**config.mk**
```make
export PLATFORM = sky130hd
export DESIGN_NAME = fetch_queue
export DESIGN_NICKNAME = d
export VERILOG_FILES = /design/src/rtl/fetch_pkg.sv /design/src/rtl/fq_ptr.sv /design/src/rtl/fetch_queue.sv
export SDC_FILE = /design/constraint.sdc
export NUM_CORES = 1
export LEC_CHECK = 0
export CAP_MARGIN = 10
export CORE_MARGIN = 1.5
export CORE_UTILIZATION = 51
export CTS_BUF_LIST = sky130_fd_sc_hd__clkbuf_8
export CTS_CLUSTER_DIAMETER = 200
export DETAILED_ROUTE_END_ITERATION = 7
export PLACE_DENSITY = 0.88
export SLEW_MARGIN = 20
export SYNTH_ARGS = -nofsm -noshare
export SYNTH_HDL_FRONTEND = slang
export SYNTH_SLANG_ARGS = --single-unit
```
**constraint.sdc**
```tcl
create_clock -name clk -period 2.5 [get_ports clk]
set_clock_uncertainty 0.2 [all_clocks]
set_input_delay 0.5 -clock clk [delete_from_list [all_inputs] [get_ports clk]]
set_output_delay 0.5 -clock clk [all_outputs]
set_load 0.01 [all_outputs]
```
**src/rtl/fetch_pkg.sv**
```systemverilog
// Shared fetch-path definitions used by the PC, fetch queue and decode stages.
//   ADDR_W        instruction address width
//   INSTR_W       instruction word width
//   NOP_INSTR     word presented to decode when nothing valid is available
//   fetch_entry_t one fetched word together with the address it came from
package fetch_pkg;

    localparam int ADDR_W  = 10;
    localparam int INSTR_W = 16;

    localparam logic [INSTR_W-1:0] NOP_INSTR = 16'h0000;

    typedef struct packed {
        logic [ADDR_W-1:0]  pc;
        logic [INSTR_W-1:0] instr;
    } fetch_entry_t;

endpackage

```
**src/rtl/fq_ptr.sv**
```systemverilog
// Wrapping queue pointer for the fetch queue.
//   clk    rising-edge clock
//   reset  synchronous active-low reset, forces the pointer to 0
//   clr    synchronous clear to 0 (branch flush), wins over inc
//   inc    advance by one; wraps naturally because the depth is a power of two
//   ptr    current pointer value
module fq_ptr #(
    parameter int W = 2
) (
    input  logic         clk,
    input  logic         reset,
    input  logic         clr,
    input  logic         inc,
    output logic [W-1:0] ptr
);

    // NOTE: sequential state uses non-blocking assignments so every register
    // samples pre-edge values regardless of process ordering.
    always_ff @(posedge clk) begin
        if (!reset) begin
            ptr <= '0;
        end else if (clr) begin
            ptr <= '0;
        end else if (inc) begin
            ptr <= ptr + W'(1);
        end
    end

endmodule

```
**src/rtl/fetch_queue.sv**
```systemverilog
// Prefetch buffer between instruction memory and decode.
//   clk        rising-edge clock
//   reset      synchronous active-low reset, clears count and pointers
//   in_valid   fetch side presents in_pc/in_instr
//   in_pc      address of the fetched word
//   in_instr   fetched word
//   in_ready   queue can accept a word (inverse drives the PC stall)
//   out_valid  head entry is valid
//   out_pc     address of the head entry (0 when empty)
//   out_instr  head instruction (NOP when empty)
//   out_ready  decode consumes the head this cycle
//   flush      taken branch, discard every entry
//   count      number of occupied entries
module fetch_queue #(
    parameter int DEPTH   = 4,
    parameter int ADDR_W  = fetch_pkg::ADDR_W,
    parameter int INSTR_W = fetch_pkg::INSTR_W
) (
    input  logic                       clk,
    input  logic                       reset,
    input  logic                       in_valid,
    input  logic [ADDR_W-1:0]          in_pc,
    input  logic [INSTR_W-1:0]         in_instr,
    output logic                       in_ready,
    output logic                       out_valid,
    output logic [ADDR_W-1:0]          out_pc,
    output logic [INSTR_W-1:0]         out_instr,
    input  logic                       out_ready,
    input  logic                       flush,
    output logic [$clog2(DEPTH):0]     count
);

    import fetch_pkg::*;

    localparam int PTR_W = $clog2(DEPTH);
    localparam int CNT_W = PTR_W + 1;
    localparam logic [CNT_W-1:0] FULL_CNT = CNT_W'(DEPTH);

    typedef struct packed {
        logic [ADDR_W-1:0]  pc;
        logic [INSTR_W-1:0] instr;
    } entry_t;

    entry_t           mem [DEPTH];
    entry_t           head;
    logic [PTR_W-1:0] rd_ptr;
    logic [PTR_W-1:0] wr_ptr;
    logic             push;
    logic             pop;

    // Handshake flags depend only on the registered count, so in_ready never
    // has a combinational path from out_ready (a full queue refuses a word
    // even when the head leaves in the same cycle).
    assign in_ready  = (count != FULL_CNT);
    assign out_valid = (count != '0);
    assign push      = in_valid & in_ready;
    assign pop       = out_valid & out_ready;

    fq_ptr #(.W(PTR_W)) u_wr_ptr (
        .clk   (clk),
        .reset (reset),
        .clr   (flush),
        .inc   (push),
        .ptr   (wr_ptr)
    );

    fq_ptr #(.W(PTR_W)) u_rd_ptr (
        .clk   (clk),
        .reset (reset),
        .clr   (flush),
        .inc   (pop),
        .ptr   (rd_ptr)
    );

    always_ff @(posedge clk) begin
        if (!reset) begin
            count <= '0;
        end else if (flush) begin
            count <= '0;
        end else begin
            case ({push, pop})
                2'b10:   count <= count + CNT_W'(1);
                2'b01:   count <= count - CNT_W'(1);
                default: count <= count;
            endcase
        end
    end

    // NOTE: the storage array has no reset; validity lives entirely in
    // count/pointers, so clearing the data would only add reset fan-out.
    // A write that coincides with flush or reset lands in a slot that the
    // cleared pointers already treat as free, so it is harmless.
    always_ff @(posedge clk) begin
        if (push) begin
            mem[wr_ptr] <= '{pc: in_pc, instr: in_instr};
        end
    end

    // NOTE: every signal driven here gets a value on every path so no latch
    // is inferred.
    always_comb begin
        head      = mem[rd_ptr];
        out_pc    = '0;
        out_instr = INSTR_W'(NOP_INSTR);
        if (out_valid) begin
            out_pc    = head.pc;
            out_instr = head.instr;
        end
    end

endmodule
```
After elaboration in Yosys (flattened, before gate mapping)
Memories as Yosys holds them, arrays and structs flattened. A register that Yosys moved wholly into a read port is not among the register bits.
Cells that the tools add are included.
{ "totals": {"regBits": 7, "mem_bits_rw": 104, "inputBits": 31, "word_cells": 24, "n_memories": 1} }
{ "mem_list": {"columns": ["memory", "depth", "word_bits", "read_ports", "rd_clocked_by_memory_dff", "wr", "line", "text"], "rows": [
  ["mem", 4, 26, 1, 1, 1, "fetch_queue.sv:44", "entry_t mem [DEPTH];"]
]} }
{ "op_classes": {"addsub": 4, "n_eq_ne": 3, "muxes": 7, "bitwise": 3, "n_reduce_logical": 3} }
{ "op_table": {"columns": ["op", "n"], "rows": [
  ["16-bit 2-to-1 mux", 1],
  ["10-bit 2-to-1 mux", 1],
  ["3-bit case mux with 2 select lines", 1],
  ["2-bit by 1-bit adder with 2-bit output, second input constant", 2],
  ["2-bit 2-to-1 mux", 2],
  ["3-bit by 1-bit adder with 3-bit output, second input constant", 1],
  ["3-bit != test, second input constant", 1],
  ["3-bit nonzero test", 1],
  ["3-bit by 1-bit subtractor with 3-bit output, second input constant", 1],
  ["1-bit bitwise AND", 2],
  ["2-bit by 1-bit equality test with 1-bit output, second input constant", 1],
  ["2-bit equality test, second input constant", 1],
  ["1-bit 2-to-1 mux", 2],
  ["2-bit nonzero test", 1],
  ["2-bit OR reduction", 1],
  ["1-bit NOT", 1]
]} }

Logic depth before layout (Yosys ltp)
Gate-level depths: netlist (run 1).
{ "depth": {"ltp_word": 4, "ltp_mapped": 9, "mapped_depth_nobuf": 8} }

By module
Synthesis (run 1) repeated with hierarchy kept, for this count alone.
{ "unflattened": {"cells_unflattened": 208, "hier_area_um2": 4349.2} }
{ "by_module_without_submodules": {"columns": ["mod", "n_inst", "cells_each", "area_each_um2"], "rows": [
  ["fetch_queue", 1, 192, 4179.0],
  ["fq_ptr", 2, 8, 85.1]
]} }

Worst setup path after synthesis (run 1)
Ideal clock, no wire load.
{ "synth_timing": {"kind": "flip-flop to flip-flop", "start": "reg count[2]", "end": "reg count[2]", "setup_time_ps": 70, "arrival_ps": 2163, "slack_ps": 67, "path_stages_with_launch": 10, "path_buffers": 1, "period_less_slack_ps": 2433, "path_cell_list": "dfxtp_1 or3b_1 buf_6 nand2_1 ha_1 inv_1 fa_1 xor2_1 or3_1 a21oi_1"} }
{ "synth_between": {"elab_chain_len": 4} }
{ "synth_rtl": {"columns": ["item", "line", "text"], "rows": [
  ["from (decl)", "fetch_queue.sv:30", "output logic [$clog2(DEPTH):0] count"],
  ["from (signal assigned)", "fetch_queue.sv:82", "2'b10: count <= count + CNT_W'(1);"],
  ["from (signal assigned)", "fetch_queue.sv:83", "2'b01: count <= count - CNT_W'(1);"],
  ["from (signal assigned)", "fetch_queue.sv:84", "default: count <= count;"],
  ["3-bit != test (*)", "fetch_queue.sv:54", "assign in_ready = (count != FULL_CNT);"],
  ["net in_ready", "fetch_queue.sv:24", "output logic in_ready,"],
  ["1-bit bitwise AND (*)", "fetch_queue.sv:56", "assign push = in_valid & in_ready;"],
  ["2-bit by 1-bit equality test with 1-bit output or 2-bit equality test (tied branches)", "fetch_queue.sv:81", "case ({push, pop})"],
  ["3-bit case mux with 2 select lines or 2-bit nonzero test (tied branches)", null, null]
]} }
Mark *: on every way through the listed nets, which the timed path passes. The rest lies on a longest branch.
A chain may end at the register's enable or synchronous reset.

==> results.toml, run 1 <==
[timing]
setup_viol = 2
rsz0062_at_grt = "yes"
period_minus_slack_ps = 2520
whs_ps = 320
slew_headroom_pct = 79.2
hold_violations = 0
slew_viol_final = 0
final.setup.tns_ps = -20.3
clock.fmax_mhz = 397
worstMarginPinSlew_ps = 312
period_share_pct = 101
finalWorstSetupSlack_ps = -16.9

[synth]
synth_seq_cells = 113
synth_cells = 220
syn-cell-area_mm2 = 0.00445
synth_area_leaders = "edfxtp_1 (70%), mux4_2 (13%), dfxtp_1 (4.0%)"
synth_ff_type = "edfxtp_1"
synthTopCellsByCount = "edfxtp_1 (104), mux4_2 (26), nor2b_1 (26)"
yosysWarningCount = 0
yosysMostFrequentCell = "edfxtp_1"
synth-edff-count = 104
synth_cell_types = 29
synthArstFlopShare_pct = 0
synth_top_cell_area_share_pct = 70.2
synth.avg_cell_area_um2 = 20.2
syn_nets = 257
yosysTopAreaCell = "edfxtp_1"
yosysSeqAreaShare_pct = 74.2

[clock_tree]
cts_hold_buf = 0
clock_latency_ps = 400
htreeDepth = 4
cts_tree = "built"
numCtsBuffers = 17
cts_buffer_depth = 2
path_clk_slew_ps = 70
cts_root_buffer = "clkbuf_8"
cts.sinks = 113

[placement]
hpwl_um = 4860
place.gp.congestion = 0.774
place_area_mm2 = 0.00530
pre_cts_slack_ps = -171
io_buffers = 61

[pwr]
power.internal_mw = 3.18
p_leak_nw = 2.02
p_switching_mw = 0.903
clkPwrFrac_pct = 39.4
power_density_mw_per_mm2 = 708
pwr-share-comb_pct = 8.4
max-vdd-ir-drop_uv = 419
p_sw_share_pct = 22.1
fin_total_pwr_mw = 4.08
seqPwrFrac_pct = 52.2

[routing]
viasPerCell = 5.54
drcViolationCount = 0
ant_nets = 0
firstDrtPassIters = 4
avgRoutedWirePerCell_um = 20.7
drt_iter0_drc = 165
wl_um = 8960
vias = 2397

[setup_path]
worstPathRequired_ps = 1800
slowest_stage = "mux4_2"
cpPeakStageDelay_ps = 500
critPathTopFamily = "multiplexers"
end_kind = "output pin"
path_buf_inv = 2
cp.arrival_ps = 1820
crit_fanout = 4
r2r_start = "count[0]"
crit_type = "reg2out"
start_kind = "register"
path_cells = "bufbuf_16 -> mux4_2 -> nor2b_1 -> buf_2"

[floorplan]
die_area_mm2 = 0.00930
die_h_um = 96.4
die_w_um = 96.4
io_pins = 62
initial_core_util_pct = 53.4
num_rows = 33
core_mm2 = 0.00834

[worst_hold_path]
hold_class = "reg2reg"
min_from = "u_wr_ptr.ptr[1]"

[final_layout]
final_area_mm2 = 0.00576
n_antenna_cell = 0
syn_to_final_growth_pct = 29.5
drive_gt1_share_pct = 36.0
nets = 353

[run_status]
violations = "setup timing"
status = "finished, violations left"

[grt]
grt_max_degree = 27
grt-ovfl-total = 0
track_usage_pct = 21.3
grt_pass1_wl_um = 13600
antenna_found_initial = 0
grt_pass1_vias = 2463

[run]
cap_violations = 0
metal layers:
layer | vias up | track usage, % | wire, um
li1 | 1064 | - | -
met1 | 1237 | 27.2 | 3690
met2 | 88 | 36.0 | 4720
met3 | 8 | 5.16 | 456
met4 | 0 | 7.49 | 97
met5 | - | 0 | 0
flip-flops by register name, summed over array words and instances, names as in the netlist, named ones only:
signal        count
mem             104
count             3
u_rd_ptr.ptr      2
u_wr_ptr.ptr      2
final timing paths:
path	slack, ps	depth (start not counted)	endpoint
worst min-delay path	320	2	u_wr_ptr.ptr[1]
worst min register to register	320	2	u_wr_ptr.ptr[1]
worst max register to register	180	8	count[2]
worst max-delay path	-20	4	out_instr[10]
power groups by stage:
| stage | clock [mW] | sequential (mW) | combinational (mW) |
|---|---|---|---|
| 2_1_floorplan | 0 | 2.17 | 0.143 |
| 3_3_place_gp | 0 | 2.17 | 0.310 |
| 3_5_place_dp | 0 | 2.17 | 0.319 |
| 4_1_cts | 1.63 | 2.13 | 0.341 |
| 5_1_grt | 1.70 | 2.14 | 0.366 |
| 6_report | 1.61 | 2.13 | 0.342 |
layout make-up:
type,instances,area [um^2]
inverters,6,22.5
clock buffers,17,234
well taps,105,131
multi-input cells,91,1080
flip-flops and latches,113,3310
fillers,539,2580
repair buffers,87,845
clock inverters,14,143
cell usage in the layout, fill, tap and decap left out, types with 3 or more instances in the layout:
cell             Yosys  final
nor2_1               3      3
dfxtp_1              9      7
inv_1                6      6
nor2b_4              2      6
a21oi_1              3      3
clkinvlp_4           0      5
nand2_1              6      6
edfxtp_1           104    104
clkinv_2             0      3
clkbuf_8             0     17
nor2b_1             26     21
buf_2                2     21
ha_1                 5      5
clkdlybuf4s50_1      0     33
mux4_2              26     26
buf_4                1     17
o21ai_1              3      3
buf_6                2      6
buf_12               0      5
and3_1               4      4
stage by stage:
stage	cells	utilization, %
after floorplan	220	-
after global placement	394	63.6
after detailed placement	394	63.6
after CTS	435	69.4
after global routing	433	69.1
final	433	69.1
timing repair:
| item | in CTS | in global routing |
|---|---|---|
| endpoints found under the setup margin | 28 | 27 |
| gates cloned | 4 | 0 |
| resized for setup | 119 | 8 |
| pin swaps | 1 | 0 |
| setup buffers | 6 | 0 |
cells by family (layout without fill, tap and decap cells):
kind of cell    after synthesis  in the layout  synth area share, %
fa+ha+maj                     6              6                 1.86
xor+xnor                      2              2                0.394
compound gates                8              8                0.984
buf+inv                      16            124                 2.36
simple gates                 48             48                 6.80
flops                       113            113                 74.2
mux                          27             27                 13.4
worst reg2reg max path, cell delays in order (launching register included):
cell,delay [ps]
dfxtp_2,360
or3b_1,400
nand2_1,100
ha_1,170
inv_1,60
fa_1,370
xor2_1,150
or3_1,300
a21oi_1,140
Note: power is estimated with default switching activity, not from simulation.
==> run 2: changes to the inputs <==
CORE_UTILIZATION = 55   (was 51)
PLACE_DENSITY = 0.9   (was 0.88)
clock period = 3.15 ns   (was 2.5 ns; I/O delays follow)
==> run 2 against run 1 <==
The flow now finishes without violations. Combinational power down 24%. Final cell count decreased by 3.5%. Core utilization is 3.8 points higher. Via count down 3.9%. Sequential cell count did not move. Global-route usage decreased by 0.36 points. Final area down 1.8%. Critical path depth unchanged. Total power shrank 18%. Clock power shrank 14%. Non-clock buffer count fell by 13. Largest power group unchanged.
==> results.toml, run 2 (same netlist as run 1, synthesis figures left out) <==
[grt]
grt_pass1_wl_um = 12600
grt-ovfl-total = 0
track_usage_pct = 21.0
antenna_found_initial = 0
grt_max_degree = 27
grt_pass1_vias = 2480

[run_status]
status = "completed"

[timing]
rsz0062_at_grt = "no"
slew_viol_final = 0
clock.fmax_mhz = 331
worstMarginPinSlew_ps = 406
setup_viol = 0
hold_violations = 0
period_share_pct = 95.9
period_minus_slack_ps = 3020
slew_headroom_pct = 73.0
final.setup.tns_ps = 0

[clock_tree]
numCtsBuffers = 17
cts.sinks = 113
cts_root_buffer = "clkbuf_8"
htreeDepth = 4
cts_tree = "built"
path_clk_slew_ps = 60
cts_buffer_depth = 2
clock_latency_ps = 410

[floorplan]
die_h_um = 93.0
initial_core_util_pct = 57.3
die_area_mm2 = 0.00864
die_w_um = 93.0
core_mm2 = 0.00777
io_pins = 62
num_rows = 32

[run]
cap_violations = 0

[final_layout]
top_register = "mem"
n_antenna_cell = 0
final_area_mm2 = 0.00566
final_common_cell = "edfxtp_1"
syn_to_final_growth_pct = 27.2
drive_gt1_share_pct = 23.1
reg_top3 = "mem (104), count (3)"
nets = 340
layout_common_cells = "edfxtp_1 (104), clkdlybuf4s50_1 (61), nor2b_1 (26), mux4_2 (26), clkbuf_8 (17)"
largest_register_ffs = 104

[setup_path]
path_buf_inv = 2
path_cells = "buf_6 -> mux4_2 -> nor2b_1 -> clkdlybuf4s50_1"
worstPathRequired_ps = 2320
slowest_stage = "mux4_2"
critPathTopFamily = "buffers and inverters"
end_kind = "output pin"
cpPeakStageDelay_ps = 560
crit_fanout = 14
crit_type = "reg2out"
start_kind = "register"
cp.arrival_ps = 2190

[placement]
place_area_mm2 = 0.00521
io_buffers = 61
hpwl_um = 4710
place.gp.congestion = 0.760

[routing]
wl_um = 8310
avgRoutedWirePerCell_um = 19.9
drcViolationCount = 0
firstDrtPassIters = 4
drt_iter0_drc = 171
vias = 2303
viasPerCell = 5.51
ant_nets = 0

[pwr]
max-vdd-ir-drop_uv = 422
power_density_mw_per_mm2 = 590
power.internal_mw = 2.67
p_sw_share_pct = 20.1
p_switching_mw = 0.672
pwr-share-comb_pct = 7.7
p_leak_nw = 1.87
clkPwrFrac_pct = 41.6
seqPwrFrac_pct = 50.7

[worst_hold_path]
hold_class = "reg2reg"
==> run 2: path summary, 6_finish.rpt <==
| kind | from | to | slack [ps] | cells past startpoint |
|---|---|---|---|---|
| max | register | out_instr[12] | 130 | 4 |
| min | u_rd_ptr.ptr[0] | u_rd_ptr.ptr[0] | 300 | 2 |
| max reg2reg | count[0] | count[2] | 570 | 10 |
| min reg2reg | u_rd_ptr.ptr[0] | u_rd_ptr.ptr[0] | 300 | 2 |
==> run 2: cell type report <==
class                   count  area (um^2)
clock buffers              17          234
clock inverters            15          174
fillers                   465         2110
inverters                   6         22.5
multi-input cells          91         1050
flip-flops and latches    113         3310
well taps                 102          128
repair buffers             74          749
==> run 2: stage by stage <==
step	worst slack (ps)	power, mW	hold WS [ps]	utilization [%]	std cells
3_3_place_gp	366	1.96	274	67.0	382
4_1_cts	31.9	3.34	306	72.3	414
3_5_place_dp	266	1.97	298	67.0	382
6_report	129	3.34	305	72.9	418
5_1_grt	35.7	3.45	348	72.9	418
2_1_floorplan	717	1.83	260	-	220
==> run 2: worst min-delay path, cell delays in order, from the launching register on <==
cell     delay (ps)
dfxtp_1         320
nand2_1          80
o21ai_1          60
==> run 2: metal layers <==
layer | vias up | wire [um] | part of all wire (%) | track usage (%)
met1 | 1145 | 3160 | 38 | 25.3
met2 | 106 | 4370 | 53 | 34.5
met5 | - | 0 | 0 | 0
met3 | 15 | 598 | 7.2 | 5.91
met4 | 0 | 180 | 2.2 | 10.9
li1 | 1037 | - | - | -
==> run 2: what timing repair did <==
action                                  CTS  global route
setup buffers                             0             4
gates cloned                              0             0
hold buffers                              0             0
resized for setup                         2             0
pin swaps                                 0             1
endpoints found under the setup margin    2             3
==> run 2: power groups by stage <==
stage | clock network [mW] | logic, mW | registers [mW]
floorplan | 0 | 0.113 | 1.72
global placement | 0 | 0.238 | 1.72
detailed placement | 0 | 0.244 | 1.72
CTS | 1.40 | 0.248 | 1.69
global route | 1.47 | 0.278 | 1.69
finish | 1.39 | 0.259 | 1.69
